==> config.mk <==
export PLATFORM = sky130hd
export DESIGN_NAME = spi_mem_responder_flat
export DESIGN_NICKNAME = d
export VERILOG_FILES = /design/src/rtl/spi_resp_pkg.sv /design/src/rtl/spi_mem_responder_if.sv /design/src/rtl/spi_resp_sync.sv /design/src/rtl/spi_mem_responder.sv /design/src/flat_wrapper.sv
export SDC_FILE = /design/constraint.sdc
export NUM_CORES = 2
export LEC_CHECK = 0
export CAP_MARGIN = 20
export CORE_MARGIN = 1
export CORE_UTILIZATION = 50
export DETAILED_ROUTE_END_ITERATION = 16
export PLACE_DENSITY_LB_ADDON = 0.25
export SETUP_SLACK_MARGIN = 0.4
export SYNTH_ARGS = -nofsm -noshare
export SYNTH_HDL_FRONTEND = slang
export SYNTH_HIERARCHICAL = 1
export SYNTH_SLANG_ARGS = --single-unit
==> constraint.sdc <==
create_clock -name clk -period 4.15 [get_ports clk]
set_clock_uncertainty 0.1 [all_clocks]
set_input_delay 0.83 -clock clk [delete_from_list [all_inputs] [get_ports clk]]
set_output_delay 0.83 -clock clk [all_outputs]
set_load 0.03 [all_outputs]
==> src/rtl/spi_resp_pkg.sv <==
// Shared constants and FSM state type for the SPI serial-RAM responder.
package spi_resp_pkg;

  localparam logic [7:0] OP_READ      = 8'h03;
  localparam logic [7:0] OP_WRITE     = 8'h02;
  localparam logic [7:0] OP_FAST_READ = 8'h0B;

  localparam int DUMMY_BITS = 8;
  localparam int ADDR_BITS  = 24;

  typedef enum logic [2:0] {
    ST_IDLE,
    ST_CMD,
    ST_ADDR,
    ST_DUMMY,
    ST_READ,
    ST_WRITE,
    ST_IGNORE
  } state_t;

endpackage

==> src/rtl/spi_mem_responder_if.sv <==
// SPI pin bundle plus responder status strobes, seen from both ends of the link.
interface spi_mem_responder_if;
  logic spi_sclk;
  logic spi_cs_n;
  logic spi_mosi;
  logic spi_miso;
  logic spi_miso_oe;
  logic busy;
  logic wr_strobe;
  logic cmd_err;

  // No valid/ready flow control: wr_strobe and cmd_err are single-cycle
  // event pulses that the observer must sample every clk; they cannot stall.
  modport slave (
    input  spi_sclk, spi_cs_n, spi_mosi,
    output spi_miso, spi_miso_oe, busy, wr_strobe, cmd_err
  );

  modport master (
    output spi_sclk, spi_cs_n, spi_mosi,
    input  spi_miso, spi_miso_oe, busy, wr_strobe, cmd_err
  );
endinterface

==> src/rtl/spi_resp_sync.sv <==
// Two-flop synchronizers for the SPI pins plus edge detection in the clk domain.
module spi_resp_sync (
  input  logic clk,
  input  logic rst_n,
  input  logic sclk,
  input  logic cs_n,
  input  logic mosi,
  output logic sclk_rise,
  output logic sclk_fall,
  output logic cs_rise,
  output logic cs_fall,
  output logic mosi_s
);

  logic [2:0] sclk_q;
  logic [2:0] cs_q;
  logic [1:0] mosi_q;

  // cs_n history resets to "asserted" so a reset taken while the initiator
  // holds cs_n low cannot fake a falling edge; a fresh fall is required.
  always_ff @(posedge clk) begin
    if (!rst_n) begin
      sclk_q <= '0;
      cs_q   <= '0;
      mosi_q <= '0;
    end else begin
      sclk_q <= {sclk_q[1:0], sclk};
      cs_q   <= {cs_q[1:0], cs_n};
      mosi_q <= {mosi_q[0], mosi};
    end
  end

  assign sclk_rise = sclk_q[1] & ~sclk_q[2];
  assign sclk_fall = ~sclk_q[1] & sclk_q[2];
  assign cs_rise   = cs_q[1] & ~cs_q[2];
  assign cs_fall   = ~cs_q[1] & cs_q[2];
  assign mosi_s    = mosi_q[1];

endmodule

==> src/rtl/spi_mem_responder.sv <==
// SPI mode-0 serial-RAM responder: READ 0x03 / WRITE 0x02, 24-bit address, auto-increment.
// Define SPI_RESP_FAST_READ_EN to also accept FAST READ 0x0B with 8 dummy clocks.
module spi_mem_responder
  import spi_resp_pkg::*;
#(
  parameter int DEPTH  = 256,
  parameter int ADDR_W = $clog2(DEPTH)
) (
  input  logic   clk,
  input  logic   rst_n,
  spi_mem_responder_if.slave bus,
  output state_t state_dbg
);

  logic sclk_rise, sclk_fall, cs_rise, cs_fall, mosi_s;

  spi_resp_sync u_sync (
    .clk       (clk),
    .rst_n     (rst_n),
    .sclk      (bus.spi_sclk),
    .cs_n      (bus.spi_cs_n),
    .mosi      (bus.spi_mosi),
    .sclk_rise (sclk_rise),
    .sclk_fall (sclk_fall),
    .cs_rise   (cs_rise),
    .cs_fall   (cs_fall),
    .mosi_s    (mosi_s)
  );

  state_t            state, state_next;
  logic              cmd_err_q, cmd_err_next;
  logic [4:0]        bit_cnt;
  logic [6:0]        cmd_sh, rx_sh;
  logic [7:0]        cmd_byte, op_q, tx_sh, wr_data;
  logic [ADDR_W-1:0] addr;
  logic [2:0]        tx_cnt;
  logic              load_pend, wr_pend, miso_q;
  logic              last_cmd_bit, last_addr_bit;
  logic [7:0]        mem [DEPTH];

  assign cmd_byte      = {cmd_sh, mosi_s};
  assign last_cmd_bit  = (bit_cnt == 5'd7);
  assign last_addr_bit = (bit_cnt == 5'(ADDR_BITS - 1));

  always_ff @(posedge clk) begin
    if (!rst_n) begin
      state     <= ST_IDLE;
      cmd_err_q <= 1'b0;
    end else begin
      state     <= state_next;
      cmd_err_q <= cmd_err_next;
    end
  end

  // cs_n rise has priority over any sclk edge seen in the same cycle.
  always_comb begin
    state_next   = state;
    cmd_err_next = 1'b0;
    if (cs_rise) begin
      state_next = ST_IDLE;
    end else begin
      case (state)
        ST_IDLE: if (cs_fall) state_next = ST_CMD;
        ST_CMD: begin
          if (sclk_rise && last_cmd_bit) begin
            case (cmd_byte)
              OP_READ, OP_WRITE: state_next = ST_ADDR;
`ifdef SPI_RESP_FAST_READ_EN
              OP_FAST_READ:      state_next = ST_ADDR;
`endif
              default: begin
                state_next   = ST_IGNORE;
                cmd_err_next = 1'b1;
              end
            endcase
          end
        end
        ST_ADDR: begin
          if (sclk_rise && last_addr_bit) begin
            if (op_q == OP_WRITE)          state_next = ST_WRITE;
            else if (op_q == OP_FAST_READ) state_next = ST_DUMMY;
            else                           state_next = ST_READ;
          end
        end
        ST_DUMMY: if (sclk_rise && bit_cnt == 5'(DUMMY_BITS - 1)) state_next = ST_READ;
        default: state_next = state;
      endcase
    end
  end

  always_ff @(posedge clk) begin
    if (!rst_n) begin
      bit_cnt   <= '0;
      cmd_sh    <= '0;
      rx_sh     <= '0;
      op_q      <= '0;
      tx_sh     <= '0;
      wr_data   <= '0;
      addr      <= '0;
      tx_cnt    <= '0;
      load_pend <= 1'b0;
      wr_pend   <= 1'b0;
      miso_q    <= 1'b0;
    end else begin
      wr_pend <= 1'b0;
      if (wr_pend) addr <= addr + ADDR_W'(1);
      if (cs_rise || state == ST_IDLE) begin
        bit_cnt   <= '0;
        tx_cnt    <= '0;
        load_pend <= 1'b0;
        miso_q    <= 1'b0;
      end else begin
        case (state)
          ST_CMD: if (sclk_rise) begin
            cmd_sh  <= cmd_byte[6:0];
            bit_cnt <= last_cmd_bit ? 5'd0 : bit_cnt + 5'd1;
            if (last_cmd_bit) op_q <= cmd_byte;
          end
          // Only the low ADDR_W address bits survive the shift.
          ST_ADDR: if (sclk_rise) begin
            addr    <= {addr[ADDR_W-2:0], mosi_s};
            bit_cnt <= last_addr_bit ? 5'd0 : bit_cnt + 5'd1;
          end
          ST_DUMMY: if (sclk_rise) bit_cnt <= bit_cnt + 5'd1;
          ST_WRITE: if (sclk_rise) begin
            rx_sh <= {rx_sh[5:0], mosi_s};
            if (last_cmd_bit) begin
              bit_cnt <= '0;
              wr_data <= {rx_sh, mosi_s};
              wr_pend <= 1'b1;
            end else begin
              bit_cnt <= bit_cnt + 5'd1;
            end
          end
          ST_READ: begin
            if (load_pend) begin
              tx_sh     <= mem[addr];
              addr      <= addr + ADDR_W'(1);
              load_pend <= 1'b0;
              tx_cnt    <= '0;
            end else if (sclk_fall) begin
              miso_q <= tx_sh[7];
              tx_sh  <= {tx_sh[6:0], 1'b0};
              tx_cnt <= tx_cnt + 3'd1;
              if (tx_cnt == 3'd7) load_pend <= 1'b1;
            end
          end
          default: ;
        endcase
        if (state != ST_READ && state_next == ST_READ) load_pend <= 1'b1;
      end
    end
  end

  // Storage is deliberately outside reset so contents survive rst_n.
  always_ff @(posedge clk) begin
    if (rst_n && wr_pend) mem[addr] <= wr_data;
  end

  assign bus.spi_miso_oe = (state == ST_READ);
  assign bus.spi_miso    = miso_q & bus.spi_miso_oe;
  assign bus.busy        = (state != ST_IDLE);
  assign bus.wr_strobe   = wr_pend;
  assign bus.cmd_err     = cmd_err_q;
  assign state_dbg       = state;

endmodule

==> src/flat_wrapper.sv <==
// flat-port wrapper written by rule: the top's interface ports become plain ports
module spi_mem_responder_flat import spi_resp_pkg::*;
#(
  parameter int DEPTH  = 256,
  parameter int ADDR_W = $clog2(DEPTH)
)
  (clk, rst_n, state_dbg, bus_spi_sclk, bus_spi_cs_n, bus_spi_mosi, bus_spi_miso, bus_spi_miso_oe, bus_busy, bus_wr_strobe, bus_cmd_err);
  spi_mem_responder_if bus_i ();
  input  logic clk;
  input  logic rst_n;
  output state_t state_dbg;
  input wire logic [$bits(bus_i.spi_sclk)-1:0] bus_spi_sclk;
  input wire logic [$bits(bus_i.spi_cs_n)-1:0] bus_spi_cs_n;
  input wire logic [$bits(bus_i.spi_mosi)-1:0] bus_spi_mosi;
  output wire logic [$bits(bus_i.spi_miso)-1:0] bus_spi_miso;
  output wire logic [$bits(bus_i.spi_miso_oe)-1:0] bus_spi_miso_oe;
  output wire logic [$bits(bus_i.busy)-1:0] bus_busy;
  output wire logic [$bits(bus_i.wr_strobe)-1:0] bus_wr_strobe;
  output wire logic [$bits(bus_i.cmd_err)-1:0] bus_cmd_err;
  assign bus_i.spi_sclk = bus_spi_sclk;
  assign bus_i.spi_cs_n = bus_spi_cs_n;
  assign bus_i.spi_mosi = bus_spi_mosi;
  assign bus_spi_miso = bus_i.spi_miso;
  assign bus_spi_miso_oe = bus_i.spi_miso_oe;
  assign bus_busy = bus_i.busy;
  assign bus_wr_strobe = bus_i.wr_strobe;
  assign bus_cmd_err = bus_i.cmd_err;
  spi_mem_responder #(.DEPTH(DEPTH), .ADDR_W(ADDR_W)) u_core (.clk(clk), .rst_n(rst_n), .bus(bus_i), .state_dbg(state_dbg));
endmodule
==> results by group <==
Placement
  • Pre-CTS WS: 275 ps
  • GP Congestion: 0.914
  • Dpl hpwl: 140000 um
  • Post-DP Area: 87800 sq um
  • # port buffers: 12
  • DP Cell Count: 6504

Global routing
  • Vias in the first global route: 43100
  • Initial antenna violation count: 13
  • GR Overflow Total: 0
  • Total GRT Usage: 0.266
  • Largest net degree at the start of global routing: 153
  • First-pass GRT wire length: 317000 um

Synth
  • Synthesized area: 82500 sq um
  • Dominant synthesized flop cell: edfxtp_1
  • Post-Synth Adder-Cell Area: 0.00106
  • Synth Area per Inst: 19.8 sq um
  • Synth warnings: 6
  • Post-Synthesis Cells: 4160
  • Portion of netlist area occupied by mux cells: 0.146
  • Distinct cells, synth: 75
  • Synth Net Count: 4172
  • Fraction of registers with async set/reset: 0
  • Seq/Total Area, Yosys: 0.762
  • #FFs+latches synth: 2117
  • Largest family of logic cells by synthesized area: multiplexers
  • Post-synthesis simple-gate area fraction: 0.0374
  • EDFF count, synth: 2048
  • Synth Area in Compound Gates: 0.0372
  • Post-Synth XOR/XNOR Area: 0.00149

Timing
  • Slew Viols, Final: 0
  • Worst hold margin: 358 ps
  • Finish-stage setup viols: 0
  • F_max: 0.259 GHz
  • Final Hold Vio Count: 0
  • Worst setup margin: 287 ps
  • Worst-margin pin slew: 1290 ps
  • Unrepaired setup endpoints after global routing: false
  • Min cycle time layout: 3860 ps
  • Final worst-path cycle share: 0.931
  • Total negative setup slack: 0 ps
  • Relative max-transition margin: 0.137

Routing
  • Drc violations: 0
  • DR iter-0 viols: 6043
  • Average wire per standard cell: 32.0 um
  • Final wirelength: 221000 um
  • Mean number of vias per cell: 6.36
  • ANT nets after route: 0
  • Drt pass-1 iters: 5
  • Via count: 43900

Clock network
  • Clk sinks: 2117
  • H-tree depth: 4
  • Clock slew at reported path FFs: 70 ps
  • CTS Hold Buffers Added: 0
  • Max clock buf depth: 3
  • Clk_lat worst skew: 870 ps
  • CTS Root Cell: clkbuf_16
  • CTS tree: yes
  • CTS Buf Count: 207

Final layout
  • Final cell count without fillers: 6904
  • Area Growth Syn to Fin: 14.8%
  • Fillers: 12000
  • Final Cell Area: 94700 sq um
  • Share of cells above drive strength 1: 0.252
  • Post-Route Utilization: 0.580
  • Nets: 4560

Power and ir drop
  • Pwr Total: 41.8 mW
  • Leak: 29.8 nW
  • Worst vdd ir: 0.000384 V
  • PwrDens: 441 nW/um^2

Setup path
  • Worst-case reg-to-reg path depth: 8
  • Worst Path Max Fanout: 36
  • Startpoint Class: flop
  • CP endpoint kind: flop
  • Setup CP Type: flop to flop
  • CP Data Arrival Time: 4570 ps
  • Worst EP required: 4850 ps

Floorplan
  • I/O pins: 13
  • Core Area: 163000 sq um
  • Initial core utilization: 0.505
  • Die area: 167000 sq um
  • Row cnt: 148
  • Die width: 408 um
  • Die H: 408 um

Min path
  • Worst hold path cell count: 1
  • Worst min path class: flop to flop

Status
  • Status: finished clean

Job
  • Max Cap Viol: 0
## per-layer routing
metal | GRT usage | vias to the layer above | routed length, um
met5 | 0 | - | 56
met4 | 0.0929 | 8 | 8290
met3 | 0.0638 | 446 | 22500
met2 | 0.405 | 2420 | 102000
met1 | 0.379 | 23100 | 87500
li1 | - | 18000 | -
## what timing repair did
action | 4_1_cts | 5_1_grt
setup endpoints to repair | 4 | 2
resized for setup | 5 | 2
cloned | 0 | 0
setup buffers | 1 | 8
pin swaps | 0 | 1
## power breakdown
group	leakage, nW	internal [mW]	total [mW]	switching [mW]
Clock	3.28	10.6	18.7	8.04
Sequential	19.5	23.1	23.1	0.00281
Combinational	6.94	0.0141	0.0359	0.0219
Total	29.8	33.7	41.8	8.07
## synth_stat cells, drive strengths merged, types with 17 or more instances
master | count | area share
edfxtp | 2048 | 0.75
mux4 | 440 | 0.12
nor2 | 309 | 0.014
mux2i | 209 | 0.025
a22oi | 154 | 0.014
clkbuf | 153 | 0.0070
nand2 | 110 | 0.0050
buf | 106 | 0.0075
nand3 | 70 | 0.0042
dfxtp | 69 | 0.017
a21oi | 52 | 0.0032
nor2b | 48 | 0.0036
o22ai | 41 | 0.0031
o21ai | 36 | 0.0022
a22o | 23 | 0.0024
o211ai | 23 | 0.0021
nand4 | 21 | 0.0016
nor3 | 21 | 0.0013
a211oi | 20 | 0.0018
a221oi | 17 | 0.0018
## cell families after synthesis
group	after synthesis
buf+inv	271
compound gates	432
simple gates	667
flops	2117
xor+xnor	14
fa+ha+maj	7
mux	652
## sequential cells by signal (all words and copies together) (netlist names), 2 cells and up
name and count:
u_core/u_sync/sclk_q 3, u_core/bit_cnt 5, u_core/tx_cnt 3, u_core/rx_sh 7, u_core/wr_data 8, u_core/cmd_sh 7, u_core/tx_sh 8, u_core/addr 8
u_core/op_q 8, u_core/mem 2048, u_core/state_dbg 3, u_core/u_sync/cs_q 3, u_core/u_sync/mosi_q 2
## placed cells by master, fill, tap and decap left out, drive strengths merged, types with 14 or more instances in the layout
| cell | count |
|---|---|
| mux4 | 440 |
| nand4 | 21 |
| buf | 427 |
| and2 | 16 |
| clkinv | 106 |
| mux2i | 209 |
| nor2b | 48 |
| a211oi | 20 |
| edfxtp | 2048 |
| a22o | 23 |
| and3 | 14 |
| nor3 | 21 |
| bufinv | 23 |
| o22ai | 41 |
| a21oi | 52 |
| dfxtp | 69 |
| nand2 | 110 |
| o211ai | 23 |
| a221oi | 17 |
| nor2 | 309 |
| o21ai | 36 |
| clkbuf | 252 |
| a22oi | 154 |
| inv | 15 |
| nand3 | 70 |
## critical path, cell delays in order (launching register included)
cell,delay (ps)
dfxtp_2,980
nand3_1,380
nor2_1,1060
a31oi_1,470
nand3_1,240
nor4_1,100
buf_4,180
nand3_1,100
o311a_1,170
## worst paths after layout
kind                                      startpoint  slack (ps)                                 end
setup / recovery           u_core/addr[5]$_SDFF_PN0_         290        u_core/tx_sh[0]$_SDFFE_PN0P_
hold / removal    u_core/u_sync/mosi_q[0]$_SDFF_PN0_         360  u_core/u_sync/mosi_q[1]$_SDFF_PN0_
setup reg to reg           u_core/addr[5]$_SDFF_PN0_         290        u_core/tx_sh[0]$_SDFFE_PN0P_
hold reg to reg   u_core/u_sync/mosi_q[0]$_SDFF_PN0_         360  u_core/u_sync/mosi_q[1]$_SDFF_PN0_
## layout make-up
cell class,count,area (sq um),area share
clock inverters,134,1370,0.0145
repair buffers,438,3780,0.0400
diodes,4,10.0,0.000106
clock buffers,252,5370,0.0567
inverters,12,48.8,0.000515
well taps,2175,2720,0.0287
multi-input cells,1772,18500,0.195
flip-flops and latches,2117,62900,0.664
Power figures use the tool's default switching activity.
